File: config.mk
export PLATFORM = sky130hd
export DESIGN_NAME = hm01b0_mcu_reader_flat
export DESIGN_NICKNAME = d
export VERILOG_FILES = /design/src/rtl/hm01b0_mcu_reader_if.sv /design/src/rtl/hm01b0_mcu_reader.sv /design/src/flat_wrapper.sv
export SDC_FILE = /design/constraint.sdc
export NUM_CORES = 1
export LEC_CHECK = 0
export BUFFER_PORTS_ARGS = -buffer_cell sky130_fd_sc_hd__buf_2
export CAP_MARGIN = 20
export CORE_MARGIN = 1
export CORE_UTILIZATION = 50
export DETAILED_ROUTE_END_ITERATION = 10
export PLACE_DENSITY = 0.76
export SYNTH_ARGS = -nofsm -noshare
export SYNTH_HDL_FRONTEND = slang
export SYNTH_SLANG_ARGS = --single-unit
File: constraint.sdc
create_clock -name clock -period 3.55 [get_ports clock]
set_input_delay 0.71 -clock clock [delete_from_list [all_inputs] [get_ports clock]]
set_output_delay 0.71 -clock clock [all_outputs]
set_load 0.005 [all_outputs]
File: src/rtl/hm01b0_mcu_reader_if.sv
// rtl/hm01b0_mcu_reader_if.sv - MCU sample stream from the stripe reader to the DCT stage
// Beat 0 of each MCU carries start_of_mcu, beat 63 end_of_mcu, the last stripe beat end_of_stripe.
interface hm01b0_mcu_reader_if;
  logic [7:0] out_pixval;
  logic       out_valid;
  logic       out_ready;
  logic       out_start_of_mcu;
  logic       out_end_of_mcu;
  logic       out_end_of_stripe;

  modport master (
    output out_pixval,
    output out_valid,
    output out_start_of_mcu,
    output out_end_of_mcu,
    output out_end_of_stripe,
    input  out_ready
  );

  modport slave (
    input  out_pixval,
    input  out_valid,
    input  out_start_of_mcu,
    input  out_end_of_mcu,
    input  out_end_of_stripe,
    output out_ready
  );
endinterface

File: src/rtl/hm01b0_mcu_reader.sv
// rtl/hm01b0_mcu_reader.sv - streams finished 8-row stripes out of the EBR bank as 8x8 MCUs
// Reads run ahead of the consumer through the 1-cycle EBR and a 2-entry skid buffer.
module hm01b0_mcu_reader #(
  parameter int width_pix = 320,
  parameter int num_ebr   = 5,
  parameter int ebr_size  = 512
) (
  input  logic                        clock,
  input  logic                        reset,
  input  logic                        frontbuffer_select,
  output logic                        read_buffer_select,
  output logic [$clog2(num_ebr)-1:0]  read_block_select,
  output logic [$clog2(ebr_size)-1:0] read_addr,
  output logic                        rden,
  input  logic [7:0]                  read_data,
  hm01b0_mcu_reader_if.master         mcu_out,
  output logic                        busy,
  output logic                        overrun
);
  localparam int blk_w  = $clog2(num_ebr);
  localparam int addr_w = $clog2(ebr_size);
  localparam int grp_w  = addr_w - 6;
  localparam int groups = (width_pix / 8) / num_ebr;
  localparam logic [blk_w-1:0] last_blk = blk_w'(num_ebr - 1);
  localparam logic [grp_w-1:0] last_grp = grp_w'(groups - 1);

  typedef enum logic [1:0] {st_idle, st_read, st_drain} state_t;

  state_t           state;
  logic             fb_q;
  logic [2:0]       px;
  logic [2:0]       py;
  logic [blk_w-1:0] blk;
  logic [grp_w-1:0] grp;
  logic             pend_valid;
  logic [2:0]       pend_flags;
  logic [10:0]      skid0;
  logic [10:0]      skid1;
  logic [1:0]       skid_cnt;

  logic        toggle;
  logic        pop;
  logic        last_read;
  logic        last_pop;
  logic        start_now;
  logic [2:0]  rd_flags;
  logic [2:0]  occ_after;
  logic [10:0] push_word;

  assign toggle    = frontbuffer_select != fb_q;
  assign pop       = mcu_out.out_valid && mcu_out.out_ready;
  assign last_read = (px == 3'd7) && (py == 3'd7) && (blk == last_blk) && (grp == last_grp);
  assign last_pop  = pop && skid0[0];
  assign start_now = toggle && ((state == st_idle) || ((state == st_drain) && last_pop));
  assign rd_flags  = {(px == 3'd0) && (py == 3'd0), (px == 3'd7) && (py == 3'd7), last_read};
  assign push_word = {read_data, pend_flags};

  // A new read lands two edges later; issue it only if the buffer can hold it with no further pops.
  assign occ_after = 3'(skid_cnt) + 3'(pend_valid) - 3'(pop);
  assign rden      = (state == st_read) && (occ_after < 3'd2);

  assign read_block_select = blk;
  assign read_addr         = {grp, py, px};

  assign mcu_out.out_valid         = skid_cnt != 2'd0;
  assign mcu_out.out_pixval        = skid0[10:3];
  assign mcu_out.out_start_of_mcu  = mcu_out.out_valid && skid0[2];
  assign mcu_out.out_end_of_mcu    = mcu_out.out_valid && skid0[1];
  assign mcu_out.out_end_of_stripe = mcu_out.out_valid && skid0[0];

  always_ff @(posedge clock) begin
    if (reset) begin
      state              <= st_idle;
      fb_q               <= frontbuffer_select;
      read_buffer_select <= 1'b0;
      busy               <= 1'b0;
      overrun            <= 1'b0;
      px                 <= '0;
      py                 <= '0;
      blk                <= '0;
      grp                <= '0;
      pend_valid         <= 1'b0;
      pend_flags         <= '0;
      skid0              <= '0;
      skid1              <= '0;
      skid_cnt           <= '0;
    end else begin
      fb_q       <= frontbuffer_select;
      pend_valid <= rden;
      pend_flags <= rd_flags;

      // skid0 is always the head; a push lands behind whatever survives this cycle's pop.
      case ({pend_valid, pop})
        2'b10: begin
          if (skid_cnt == 2'd0) skid0 <= push_word;
          else                  skid1 <= push_word;
          skid_cnt <= skid_cnt + 2'd1;
        end
        2'b01: begin
          skid0    <= skid1;
          skid_cnt <= skid_cnt - 2'd1;
        end
        2'b11: begin
          if (skid_cnt == 2'd1) begin
            skid0 <= push_word;
          end else begin
            skid0 <= skid1;
            skid1 <= push_word;
          end
        end
        default: ;
      endcase

      if (rden) begin
        px <= px + 3'd1;
        if (px == 3'd7) begin
          py <= py + 3'd1;
          if (py == 3'd7) begin
            if (blk == last_blk) begin
              blk <= '0;
              grp <= (grp == last_grp) ? '0 : grp + grp_w'(1);
            end else begin
              blk <= blk + blk_w'(1);
            end
          end
        end
      end

      if (toggle && !start_now && (state != st_idle)) overrun <= 1'b1;

      if (start_now) begin
        state              <= st_read;
        busy               <= 1'b1;
        read_buffer_select <= ~frontbuffer_select;
        px                 <= '0;
        py                 <= '0;
        blk                <= '0;
        grp                <= '0;
      end else begin
        case (state)
          st_idle: ;
          st_read: begin
            if (rden && last_read) state <= st_drain;
          end
          st_drain: begin
            if (last_pop) begin
              state <= st_idle;
              busy  <= 1'b0;
            end
          end
          default: begin
            state <= st_idle;
            busy  <= 1'b0;
          end
        endcase
      end
    end
  end
endmodule

File: src/flat_wrapper.sv
// flat-port wrapper written by rule: the top's interface ports become plain ports
module hm01b0_mcu_reader_flat 
#(
  parameter int width_pix = 320,
  parameter int num_ebr   = 5,
  parameter int ebr_size  = 512
)
  (clock, reset, frontbuffer_select, read_buffer_select, read_block_select, read_addr, rden, read_data, busy, overrun, mcu_out_out_pixval, mcu_out_out_valid, mcu_out_out_start_of_mcu, mcu_out_out_end_of_mcu, mcu_out_out_end_of_stripe, mcu_out_out_ready);
  hm01b0_mcu_reader_if mcu_out_i ();
  input  logic clock;
  input  logic reset;
  input  logic frontbuffer_select;
  output logic read_buffer_select;
  output logic [$clog2(num_ebr)-1:0] read_block_select;
  output logic [$clog2(ebr_size)-1:0] read_addr;
  output logic rden;
  input  logic [7:0] read_data;
  output logic busy;
  output logic overrun;
  output wire logic [$bits(mcu_out_i.out_pixval)-1:0] mcu_out_out_pixval;
  output wire logic [$bits(mcu_out_i.out_valid)-1:0] mcu_out_out_valid;
  output wire logic [$bits(mcu_out_i.out_start_of_mcu)-1:0] mcu_out_out_start_of_mcu;
  output wire logic [$bits(mcu_out_i.out_end_of_mcu)-1:0] mcu_out_out_end_of_mcu;
  output wire logic [$bits(mcu_out_i.out_end_of_stripe)-1:0] mcu_out_out_end_of_stripe;
  input wire logic [$bits(mcu_out_i.out_ready)-1:0] mcu_out_out_ready;
  assign mcu_out_out_pixval = mcu_out_i.out_pixval;
  assign mcu_out_out_valid = mcu_out_i.out_valid;
  assign mcu_out_out_start_of_mcu = mcu_out_i.out_start_of_mcu;
  assign mcu_out_out_end_of_mcu = mcu_out_i.out_end_of_mcu;
  assign mcu_out_out_end_of_stripe = mcu_out_i.out_end_of_stripe;
  assign mcu_out_i.out_ready = mcu_out_out_ready;
  hm01b0_mcu_reader #(.width_pix(width_pix), .num_ebr(num_ebr), .ebr_size(ebr_size)) u_core (.clock(clock), .reset(reset), .frontbuffer_select(frontbuffer_select), .read_buffer_select(read_buffer_select), .read_block_select(read_block_select), .read_addr(read_addr), .rden(rden), .read_data(read_data), .mcu_out(mcu_out_i), .busy(busy), .overrun(overrun));
endmodule
==> summary.md <==
| Metric | Value |
|---|---|
| Largest cells by area after synthesis | dfxtp_1, ha_1, mux2i_1 |
| Die Height | just under 70 um |
| RSZ-0062 raised after global routing | no |
| DIE AREA | between 4000 and 5000 um2 |
| Fin crit share | 0.9560 |
| First-pass GRT wire length | 6.065 mm |
| Die width | approximately 68 um |
| GR Layer Usage met3 | 0.04000 |
| Dominant synthesized flop cell | dfxtp_1 |
| CTS tree | built |
| WS Path Type | flop to output pin |
| Skew final | between 8 and 9 ps |
| DRT antenna net count | 0 |
| Worst slew margin | 0.6193 |
| Buf/Inv on CP | 2 |
| Num Clock Sinks | 46 |
| Clk Latency, worst-skew pair | about 300 ps |
| # setup viols final | 0 |
| Final number of max-transition violations | 0 |
| Pwr Total | between 0.0015 and 0.002 W |
| Share of cells above drive strength 1 | 0.2269 |
| Final net count | around 290 |
| Drt drc | 0 |
| Status | finished, final reports clean |
| CTS Buf Count | 5 |
| Core area | about 4100 um2 |
| WL final | around 3.8 mm |
| CTS Buffer Depth | 2 |
| Yosys Warn Count | 0 |
| Worst Tran Pin Value | 571.0 ps |
| Initial antenna violation count | 0 |
| GPL Wtd Cong | approximately 0.77 |
| Initial DRT Pass Iterations | 4 |
| Min-Delay Path Class | flop to flop |
| Worst VDD drop | between 0.3 and 0.4 mV |
| Setup_tns | 0 ps |
| Top-count cell post-synth | dfxtp_1 |
| Synthesized instance count | 227 |
| Most frequent CP cell | ha_1 |
| Rows | 23 |
| Max Freq | between 200 and 300 MHz |
| Synthesis-to-finish area growth | 14.25% |
| Clock transition at the registers of the reported paths | roughly 80 ps |
| Wire per inst | about 12 um |
| # diodes | 0 |
| Setup Buffers After CTS | 0 |
| Post-synth cell types | 37 |
| Final hold violation count | 0 |
| GR Layer Usage met1 | 0.1992 |
| Top Family by Delay on Critical Path | adder cells |
| I/O pin total | 40 |
| CP startpoint kind | flop |
| Vias in the first global route | approximately 1400 |
| Grt ovf | 0 |
| Mapped cell area | 2168 um2 |
| Tmin final | roughly 3400 ps |
| Port bufs | 39 |
| Critical path capture point type | output pin |
| Starting Density | 0.5306 |
| GRT met2 Usage | 0.3144 |
| Post-synth top area cell | dfxtp_1 |
| Static Leak | around 1.1 nW |
| Power per Cell Area | about 670 nW/um2 |
| Yosys top cell area share | 0.4247 |
| CP max FO | 7 |
| FF+latch count, synth | between 40 and 50 |
| List of most frequent post-synthesis cells | dfxtp_1, nor2_1, mux2i_1 |
| Synth async-reset ratio | 0 |
| Worst EP arrival | between 2000 and 3000 ps |
| Critical-path cell list | inv_1 > ha_1 > nor2b_2 > ha_1 > nand2b_1 > fa_2 > nand3b_4 > nor2_2 > buf_2 |
| Clk root buf | clkbuf_8 |
| Number of max-cap violations | 0 |
| Number of synthesized flops with an enable pin | 0 |
| Mapped Avg Cell Area | between 9 and 10 um2 |
| DP Wirelength | between 2 and 3 mm |
| Crit path max-delay cell type | fa_2 |
| Max incr delay on CP | 570 ps |
| Drt initial violations | 60 |
| Seq/Total Area, Yosys | 0.4247 |
| Vias per std cell | 5.174 |
| Via Count | 1604 |
| Pin count of the biggest net entering global routing | 33 |
| GR Util All Layers | 0.1767 |
| GRT busiest layer | met2 |
| Syn_nets | 255 |
| Data required, critical path | 2840 ps |
| CTS H-Tree Depth | 2 |
==> final cells by class <==
class / instances / area, um2
clock buffers: 7 / 76.32
clock inverters: 1 / 30.03
fillers: 358 / 1609
inverters: 13 / 48.80
multi-input cells: 151 / 1117
flip-flops and latches: 46 / 924.6
well taps: 50 / 62.56
repair buffers: 42 / 217.7
==> path summary, 6_finish.rpt <==
check / from / end / slack [ps] / cells past startpoint
max: u_core.skid_cnt[1] / rden / 160 / 9
min reg2reg: u_core.overrun / u_core.overrun / 470 / 2
min: u_core.overrun / u_core.overrun / 470 / 2
max reg2reg: u_core.skid_cnt[1] / u_core.grp[1] / 530 / 10
==> worst min-delay path, stage by stage, from the launching register on <==
cell     delay, ps
dfxtp_1        330
a21oi_1         40
nor2_1          70
==> kinds of logic (layout without fill, tap and decap cells) <==
family / Yosys count / after routing / share of synthesized area
compound gates: 45 / 45 / 0.1443
xor+xnor: 8 / 8 / 0.03578
fa+ha+maj: 16 / 16 / 0.09579
buf+inv: 30 / 63 / 0.06751
flops: 46 / 46 / 0.4247
mux: 16 / 16 / 0.07386
simple gates: 66 / 66 / 0.1581
==> registers in the layout, summed over array words and instances (netlist names), 2 cells and up <==
register,cells
u_core.skid_cnt,2
u_core.skid1,11
u_core.read_block_select,3
u_core.pend_flags,3
u_core.state,2
u_core.px,3
u_core.skid0,11
u_core.grp,3
u_core.py,3
==> repair_timing <==
item | in CTS | in global routing
gates resized for setup | 2 | 3
hold buffers | 0 | 0
setup endpoints to repair | 1 | 1
==> power breakdown <==
part	leakage, nW	switching (W)	internal, W
logic	0.646	0.000330	0.000269
clock network	0.0524	0.000171	0.000211
registers	0.375	0.0000588	0.000610
==> per-layer routing <==
layer,part of all wire,vias up
li1,-,839
met1,0.46,722
met2,0.48,35
met3,0.037,8
met4,0.021,0
met5,0,-
==> placed cells by master, fill, tap and decap left out, drive strengths merged, types with 4 or more instances in the layout <==
cell type  synthesis  layout
xnor2              4       4
buf               11      42
mux2i             16      16
nor3               5       5
clkbuf             6       7
dfxtp             46      46
a21oi             10      10
a22oi             11      11
inv               13      13
xor2               4       4
nor2              35      35
nor2b              4       4
nand2              9       9
a211oi            13      13
ha                15      15
o21ai              4       4
==> stage by stage <==
| stage | util | std cells | area [um2] | setup WS (ps) | hold WS [ps] |
|---|---|---|---|---|---|
| 2_1_floorplan | - | 227 | 2168 | 498.3 | 460.4 |
| 3_3_place_gp | 0.5753 | 302 | 2351 | 307.0 | 449.4 |
| 3_5_place_dp | 0.5753 | 302 | 2351 | 262.3 | 467.8 |
| 4_1_cts | 0.6044 | 310 | 2470 | 8.910 | 486.0 |
| 5_1_grt | 0.6062 | 310 | 2477 | 7.567 | 507.0 |
| 6_report | 0.6062 | 310 | 2477 | 156.3 | 474.3 |
Power figures use the tool's default switching activity.
